--- config.mk ---
export PLATFORM = sky130hd
export DESIGN_NAME = codec_init_seq
export DESIGN_NICKNAME = d
export VERILOG_FILES = /design/src/rtl/codec_init_seq.sv
export SDC_FILE = /design/constraint.sdc
export NUM_CORES = 1
export LEC_CHECK = 0
export BUFFER_PORTS_ARGS = -buffer_cell sky130_fd_sc_hd__buf_2
export CORE_MARGIN = 8
export CORE_UTILIZATION = 35
export DETAILED_ROUTE_END_ITERATION = 10
export PLACE_DENSITY = 0.59
export SKIP_LAST_GASP = 1
export SLEW_MARGIN = 30
export SYNTH_ARGS = -nofsm -noshare
export SYNTH_HDL_FRONTEND = slang
export SYNTH_SLANG_ARGS = --single-unit
--- constraint.sdc ---
create_clock -name clk -period 2.7 [get_ports clk]
set_clock_uncertainty 0.2 [all_clocks]
set_input_delay 0 -clock clk [delete_from_list [all_inputs] [get_ports clk]]
set_output_delay 0 -clock clk [all_outputs]
set_load 0.02 [all_outputs]
--- src/rtl/codec_init_seq.sv ---
// codec_init_seq: pushes a fixed table of 16-bit codec setup words
// through an i2c master, with per-word retries, inter-word gap and timeout.
module codec_init_seq #(
    parameter int NUM_WORDS      = 10,
    parameter int MAX_RETRY      = 3,
    parameter int GAP_CYCLES     = 50000,
    parameter int TIMEOUT_CYCLES = 1048576
) (
    input  logic        clk,
    input  logic        rstn,
    input  logic        start,
    input  logic        txdone,
    input  logic        ackOK,
    output logic        trig,
    output logic [15:0] data,
    output logic        busy,
    output logic        done,
    output logic        err,
    output logic [3:0]  wordIdx
);

    localparam logic [2:0] S_IDLE  = 3'd0;
    localparam logic [2:0] S_LOAD  = 3'd1;
    localparam logic [2:0] S_TRIG  = 3'd2;
    localparam logic [2:0] S_WAIT  = 3'd3;
    localparam logic [2:0] S_CHECK = 3'd4;
    localparam logic [2:0] S_GAP   = 3'd5;
    localparam logic [2:0] S_DONE  = 3'd6;
    localparam logic [2:0] S_ERROR = 3'd7;

    // Counters only ever hold 0..limit-1 (or 0..MAX_RETRY), so they cannot wrap.
    localparam int GW = (GAP_CYCLES > 1) ? $clog2(GAP_CYCLES) : 1;
    localparam int TW = (TIMEOUT_CYCLES > 1) ? $clog2(TIMEOUT_CYCLES) : 1;
    localparam int RW = (MAX_RETRY > 0) ? $clog2(MAX_RETRY + 1) : 1;

    localparam logic [GW-1:0] G_LAST   = GW'(GAP_CYCLES - 1);
    localparam logic [TW-1:0] T_LAST   = TW'(TIMEOUT_CYCLES - 1);
    localparam logic [RW-1:0] R_MAX    = RW'(MAX_RETRY);
    localparam logic [3:0]    LAST_IDX = 4'(NUM_WORDS - 1);

    logic [2:0]    state;
    logic [GW-1:0] gcnt;
    logic [TW-1:0] tcnt;
    logic [RW-1:0] rcnt;
    logic          ack_q;

    function automatic logic [15:0] rom(input logic [3:0] i);
        case (i)
            4'd0:    rom = 16'h1E00;
            4'd1:    rom = 16'h0C10;
            4'd2:    rom = 16'h0017;
            4'd3:    rom = 16'h0217;
            4'd4:    rom = 16'h0479;
            4'd5:    rom = 16'h0679;
            4'd6:    rom = 16'h0812;
            4'd7:    rom = 16'h0A00;
            4'd8:    rom = 16'h0E01;
            4'd9:    rom = 16'h1201;
            default: rom = 16'h0000;
        endcase
    endfunction

    // Sequencer: load word, request transfer, await result, retry or advance.
    always_ff @(posedge clk) begin
        if (!rstn) begin
            state   <= S_IDLE;
            trig    <= 1'b0;
            done    <= 1'b0;
            err     <= 1'b0;
            data    <= 16'h0000;
            wordIdx <= 4'd0;
            gcnt    <= '0;
            tcnt    <= '0;
            rcnt    <= '0;
            ack_q   <= 1'b0;
        end else begin
            case (state)
                S_IDLE, S_DONE, S_ERROR: begin
                    if (start) begin
                        state   <= S_LOAD;
                        wordIdx <= 4'd0;
                        rcnt    <= '0;
                        done    <= 1'b0;
                        err     <= 1'b0;
                    end
                end
                S_LOAD: begin
                    data <= rom(wordIdx);
                    if (txdone) begin
                        state <= S_TRIG;
                        trig  <= 1'b1;
                        tcnt  <= '0;
                    end
                end
                S_TRIG: begin
                    if (!txdone) begin
                        state <= S_WAIT;
                        trig  <= 1'b0;
                        tcnt  <= '0;
                    end else if (tcnt == T_LAST) begin
                        state <= S_CHECK;
                        trig  <= 1'b0;
                        ack_q <= 1'b0;
                    end else begin
                        tcnt <= tcnt + 1'b1;
                    end
                end
                S_WAIT: begin
                    if (txdone) begin
                        state <= S_CHECK;
                        ack_q <= ackOK;
                    end else if (tcnt == T_LAST) begin
                        state <= S_CHECK;
                        ack_q <= 1'b0;
                    end else begin
                        tcnt <= tcnt + 1'b1;
                    end
                end
                S_CHECK: begin
                    gcnt <= '0;
                    if (ack_q) begin
                        if (wordIdx == LAST_IDX) begin
                            state <= S_DONE;
                            done  <= 1'b1;
                        end else begin
                            state   <= S_GAP;
                            wordIdx <= wordIdx + 4'd1;
                            rcnt    <= '0;
                        end
                    end else if (rcnt == R_MAX) begin
                        state <= S_ERROR;
                        err   <= 1'b1;
                    end else begin
                        state <= S_GAP;
                        rcnt  <= rcnt + 1'b1;
                    end
                end
                S_GAP: begin
                    if (gcnt == G_LAST) begin
                        state <= S_LOAD;
                    end else begin
                        gcnt <= gcnt + 1'b1;
                    end
                end
                default: state <= S_IDLE;
            endcase
        end
    end

    assign busy = (state == S_LOAD) || (state == S_TRIG) ||
                  (state == S_WAIT) || (state == S_CHECK) ||
                  (state == S_GAP);

endmodule
==> metrics, run 1 <==
Leak=roughly 1.4 nW; CP startpoint kind=flop; actual slew at the worst max-slew pin=0.753 ns; RSZ-0062 raised after global routing=no; mux contribution to synthesized area=under 10%; Root Buffer=clkbuf_8; drt wl/cell=13.6 µm; Final Setup Violations=0; most frequent cell after synthesis=dfxtp_1; core area=0.00911 mm²; placer congestion estimate=approximately 0.83; first-pass detailed-route iteration total=5; Max Clock Freq=about 390 MHz; Critical-path top delay cell=dlygate4sd3_1; PortBufs=23; HPWL after DPL=5280 µm; initial antenna violation count=0; Critical Path AT=between 2 and 3 ns; Power, Total=0.00181 W; adder-cell share of the synthesized area=4.92%; total global routing overflow=0; vias in the first global route=approximately 2.8k; largest family of logic cells by synthesized area=simple AND/OR/NAND/NOR gates; largest net degree at the start of global routing=21; Via-to-Cell Ratio=about 5.4; GRT Util Overall=between 10% and 20%; Synth Area in Compound Gates=about 19%; share of layout cells above drive strength 1=14.9%; Worst-Skew Late Latency=0.34 ns; Final Slew Violations=0; largest area contributor in the netlist=dfxtp_1; number of DRC markers in iteration 0=about 130; via count=between 2k and 3k; setup ws final=0.161 ns; maximum vdd drop=0.000220 V; asr flop ratio synth=0%; Worst Setup End Kind=flop; top cells by instance count after synthesis=dfxtp_1, a21oi_1, nor2_1; Mapped Cells=404; Req. time, crit path=2.73 ns; Critical R2R Capture=ack_q$_SDFFE_PN0P_; Power per Cell Area=a little under 500 mW/mm²; Worst Hold End=data[10]$_SDFFE_PN0P_; Max clock buf depth=2; critical path fanouts, max=10; Ys Warns=0; Die W=112 µm; H-tree depth=3; top cell type's share of synthesized area=35.7%; worst hold slack=roughly 0.25 ns; FF-to-FF setup slack=between 0.15 and 0.2 ns; first-pass GRT wire length=~13,000 µm; Layout Nets=~450; Reg2Reg Launch Point=tcnt[1]$_SDFFE_PN0P_; Synth Register Bits=just under 60; Die H=about 110 µm; crit-path max cell delay=0.55 ns; CTS Sinks=58; Final Hold Viols=0; Netlist cell types=55; Min-Delay Startpoint=data[10]$_SDFFE_PN0P_; Post-Syn Area=0.00325 mm²; Cell Rows=35; number of CTS-inserted buffers=9; status=complete, no violations; worst slack at placement=0.395 ns; simple-gate share of the synthesized area=29.0%; CTS clk-pin slew, worst paths=about 0.07 ns; Cell Chain, Critical Path=ha_1 > nand4_1 > buf_4 > nor4_4 > o211ai_1 > a41o_1 > dlygate4sd3_1; Synth Area in XOR/XNOR=4.04%; Most used DFF post-synth=dfxtp_1; syn avg cell area=about 8 µm²; Rel. slew slack=49.3%; Post-route DRC=0; worst hold stages=2; CTS tree=done; period utilization=between 90% and 100%; ANT cells=0; Starting Density=35.7%; drt total wl=7430 µm; Tmin final=~2.5 ns; sequential area share after synthesis=~36%; area grow syn2layout=14.4%; DIE AREA=approximately 0.013 mm²; Post-synth EDFFs=0; top post-synthesis cells by area=dfxtp_1, a21oi_1, ha_1; Max Cap Viol=0; Post-DRT Antenna Nets=0; Hold Path Class=reg -> reg; total negative setup slack=0 ns; I/O pin cnt=29; R2R depth=7; WS Path Type=reg -> reg
==> metrics by stage <==
stage	utilization, %	instance area (µm²)	std cells
3_3_place_gp	37.9	3450	524
2_1_floorplan	-	3270	408
3_5_place_dp	37.9	3450	524
6_report	40.9	3720	547
5_1_grt	40.9	3720	547
4_1_cts	40.7	3700	547
==> cells in the final DEF, fill, tap and decap left out, types with 6 or more instances in the layout <==
cell / count
dfxtp_1: 57
a21oi_1: 40
nor2_1: 40
nand2_1: 35
buf_2: 23
nand3_1: 17
o21ai_0: 17
xnor2_1: 12
ha_1: 12
buf_4: 11
inv_1: 10
clkbuf_8: 10
or4_1: 9
nor3_1: 8
or3_1: 8
nand4_1: 8
dlygate4sd3_1: 7
nor4_1: 6
nor2b_1: 6
o211ai_1: 6
==> cell type report <==
type / instances / area [µm²]
fill: 954 / 5390
multi-input combinational: 311 / 1930
sequential: 58 / 1160
timing repair buffer: 41 / 268
tap: 111 / 139
clock buffer: 10 / 138
clock inverter: 6 / 42.5
inverter: 10 / 37.5
==> power breakdown <==
part	internal [W]	switching [W]
logic	0.0000710	0.000124
registers	0.000871	0.0000151
clock network	0.000355	0.000372
total	0.00130	0.000512
==> critical path, delay by kind of cell, from the launching register on <==
| family | cells | cell delay (ns) |
|---|---|---|
| AOI/OAI and AO/OA | 2 | 0.44 |
| DFF | 1 | 0.38 |
| buffers and inverters | 2 | 0.76 |
| and+or+nand+nor | 2 | 0.45 |
| adders and majority gates | 1 | 0.21 |
==> layer usage <==
metal	track usage, %	vias up	wire length, µm
met5	0	-	0
met4	3.96	0	66
met3	3.65	6	228
met2	19.3	49	3410
met1	15.4	1382	3720
li1	-	1514	-
==> sequential cells by signal, indices dropped and copies added (netlist names) <==
| register | flops |
|---|---|
| err | 1 |
| gcnt | 16 |
| done | 1 |
| state | 3 |
| wordIdx | 4 |
| ack_q | 1 |
| data | 9 |
| trig | 1 |
| rcnt | 2 |
| tcnt | 20 |
==> cell families after synthesis <==
group / count (synthesis)
other cells: 1
compound gates: 99
flops: 58
mux: 4
buf+inv: 39
fa+ha+maj: 13
simple gates: 175
xor+xnor: 15
==> how the worst max path moves through the flow <==
| stage | from | end | depth (start not counted) |
|---|---|---|---|
| floorplan | gcnt[0]$_SDFFE_PN0P_ | gcnt[13]$_SDFFE_PN0P_ | 7 |
| global placement | tcnt[0]$_SDFFE_PN0P_ | tcnt[15]$_SDFFE_PN0P_ | 6 |
| detailed placement | tcnt[0]$_SDFFE_PN0P_ | tcnt[15]$_SDFFE_PN0P_ | 6 |
| CTS | tcnt[0]$_SDFFE_PN0P_ | ack_q$_SDFFE_PN0P_ | 7 |
| global route | tcnt[1]$_SDFFE_PN0P_ | ack_q$_SDFFE_PN0P_ | 7 |
| finish | tcnt[1]$_SDFFE_PN0P_ | ack_q$_SDFFE_PN0P_ | 7 |
==> what timing repair did <==
action,in CTS,in global routing
endpoints found under the hold margin,10,0
hold buffers,7,0
setup buffers,0,0
gates resized for setup,0,3
endpoints found under the setup margin,0,1
Power figures use the tool's default switching activity.
==> run 2: changes to the inputs <==
--- a/config.mk
+++ b/config.mk
@@ -9,6 +9,7 @@
 export CORE_MARGIN = 8
 export CORE_UTILIZATION = 35
 export DETAILED_ROUTE_END_ITERATION = 10
+export MAX_ROUTING_LAYER = met4
 export PLACE_DENSITY = 0.59
 export SKIP_LAST_GASP = 1
 export SLEW_MARGIN = 30
==> run 2 against run 1 <==
Flip-flop and latch count stayed put. Non-clock buffer count stayed put. Critical path depth stayed put. Maximum frequency hardly changed. Die area stayed put. Setup slack hardly changed. Utilization stayed put. Sequential share of layout area stayed put. Highest routed layer unchanged.
==> metrics, run 2 (same netlist as run 1, synthesis figures left out) <==
CP startpoint kind=flop; Gate power share=10.8% (about the same); Power per Cell Area=486 mW/mm² (about the same); Leak=1.36 nW (unchanged); Critical-path top delay cell=dlygate4sd3_1; Root Buffer=clkbuf_8; HPWL after DPL=5280 µm (unchanged); core area=0.00911 mm² (unchanged); Final Setup Violations=0 (unchanged); ANT cells=0 (unchanged); Psw=0.000512 W (about the same); sequential share of power=49.0% (about the same); I/O pin cnt=29 (unchanged); Max clock buf depth=2 (unchanged); Hold Path Class=reg -> reg; FF-to-FF setup slack=0.16 ns (about the same); switching share of power=28.3% (about the same); area grow syn2layout=14.4% (unchanged); Starting Density=35.7% (unchanged); DIE AREA=0.0126 mm² (unchanged); commonest non-fill, non-tap cell in the layout=dfxtp_1; clock group share of total power=40.2% (about the same); Final Slew Violations=0 (unchanged); RSZ-0062 raised after global routing=no; initial antenna violation count=0 (unchanged); biggest regs=tcnt x20, gcnt x16, data x9; Final Hold Viols=0 (unchanged); Via-to-Cell Ratio=5.39 (about the same); Cell Rows=35 (unchanged); maximum vdd drop=0.000220 V (unchanged); period utilization=94.0% (about the same); CTS Sinks=58 (unchanged); WS Path Type=reg -> reg; max reg flops=20 (unchanged); post-route cell area=0.00372 mm² (unchanged); first-pass detailed-route iteration total=5 (unchanged); Top delay family on crit path=buffers and inverters; internal power=0.00130 W (unchanged); Rel. slew slack=49.3% (unchanged); Max Cap Viol=0 (unchanged); CTS tree=done; Die H=112 µm (unchanged); commonest non-fill, non-tap cells in the layout=dfxtp_1, a21oi_1, nor2_1; critical path fanouts, max=10 (unchanged); Req. time, crit path=2.73 ns (about the same); Cell Chain, Critical Path=ha_1 > nand4_1 > buf_4 > nor4_4 > o211ai_1 > a41o_1 > dlygate4sd3_1; PortBufs=23 (unchanged); Max Clock Freq=394 MHz (about the same); Post-route DRC=0 (unchanged); Tmin final=2.54 ns (-0.0000330 ns); Post-DRT Antenna Nets=0 (unchanged); actual slew at the worst max-slew pin=0.753 ns (unchanged); number of CTS-inserted buffers=9 (unchanged); largest net degree at the start of global routing=21 (unchanged); status=complete, no violations; CP bufs+invs=2 (unchanged); first-pass GRT wire length=12,900 µm (unchanged); vias in the first global route=2,774 (-0.036%); Placed Instance Area=0.00345 mm² (unchanged); Die W=112 µm (unchanged); placer congestion estimate=0.839 (+1.5%); CTS clk-pin slew, worst paths=0.07 ns (about the same); H-tree depth=3 (unchanged); Critical Path AT=2.57 ns (about the same); Layout Nets=448 (unchanged); Worst Setup End Kind=flop; number of DRC markers in iteration 0=129 (unchanged); total global routing overflow=0 (unchanged); crit-path max cell delay=0.55 ns (about the same); via count=2,950 (-0.034%); Setup Buffers After CTS=0 (unchanged); drt total wl=7430 µm (about the same); Worst-Skew Late Latency=0.34 ns (about the same); share of layout cells above drive strength 1=14.9% (unchanged); drt wl/cell=13.6 µm (about the same); total negative setup slack=0 ns (unchanged); Most flops, register=tcnt; GRT Util Overall=12.5% (+0.34 points)
-- run 2: cell counts in the layout (fill, tap and decap cells not counted) --
No cell type changed its count.
-- run 2: cell type report --
cell class,count,area (µm²)
timing repair buffer,41,268
inverter,10,37.5
sequential,58,1160
multi-input combinational,311,1930
tap,111,139
fill,954,5390
clock buffer,10,138
clock inverter,6,42.5
-- run 2: repair_timing --
action,4_1_cts,5_1_grt
resized for setup,0,3
hold endpoints to repair,10,0
endpoints found under the setup margin,0,1
hold buffers,7,0
-- run 2: per-layer routing --
metal / vias up / track usage, % / wire [µm]
met1: 1381 / 15.4 / 3730
met2: 49 / 19.3 / 3420
li1: 1514 / - / -
met5: - / - / 0
met4: 0 / 3.96 / 68
met3: 6 / 3.60 / 215
-- run 2: power by group through the flow --
| stage | logic [W] | clock network, W | registers, W |
|---|---|---|---|
| floorplan | 0.000130 | 0 | 0.000910 |
| global placement | 0.000188 | 0 | 0.000904 |
| detailed placement | 0.000189 | 0 | 0.000906 |
| CTS | 0.000196 | 0.000761 | 0.000886 |
| global route | 0.000218 | 0.000789 | 0.000889 |
| finish | 0.000195 | 0.000727 | 0.000886 |
-- run 2: path summary, 6_finish.rpt --
path | start | to | cells after the start
setup / recovery | tcnt[1]$_SDFFE_PN0P_ | ack_q$_SDFFE_PN0P_ | 7
hold / removal | data[10]$_SDFFE_PN0P_ | data[10]$_SDFFE_PN0P_ | 2
setup reg to reg | tcnt[1]$_SDFFE_PN0P_ | ack_q$_SDFFE_PN0P_ | 7
hold reg to reg | data[10]$_SDFFE_PN0P_ | data[10]$_SDFFE_PN0P_ | 2
-- run 2: through the flow --
stage          util (%)  power [W]  cells  hold WS, ns  setup WS (ns)
3_3_place_gp       37.9    0.00109    524        0.125          0.422
6_report           40.9    0.00181    547        0.252          0.161
2_1_floorplan         -    0.00104    408       0.0181          0.486
3_5_place_dp       37.9    0.00109    524        0.145          0.395
5_1_grt            40.9    0.00190    547        0.279        0.00784
4_1_cts            40.7    0.00184    547        0.255         0.0267
-- run 2: worst register-to-register path: cells and delay by family (launching register included) --
kind                       cells  cell delay (ns)
buffers and inverters          2             0.76
and+or+nand+nor                2             0.46
AOI/OAI and AO/OA              2             0.44
DFF                            1             0.38
adders and majority gates      1             0.21
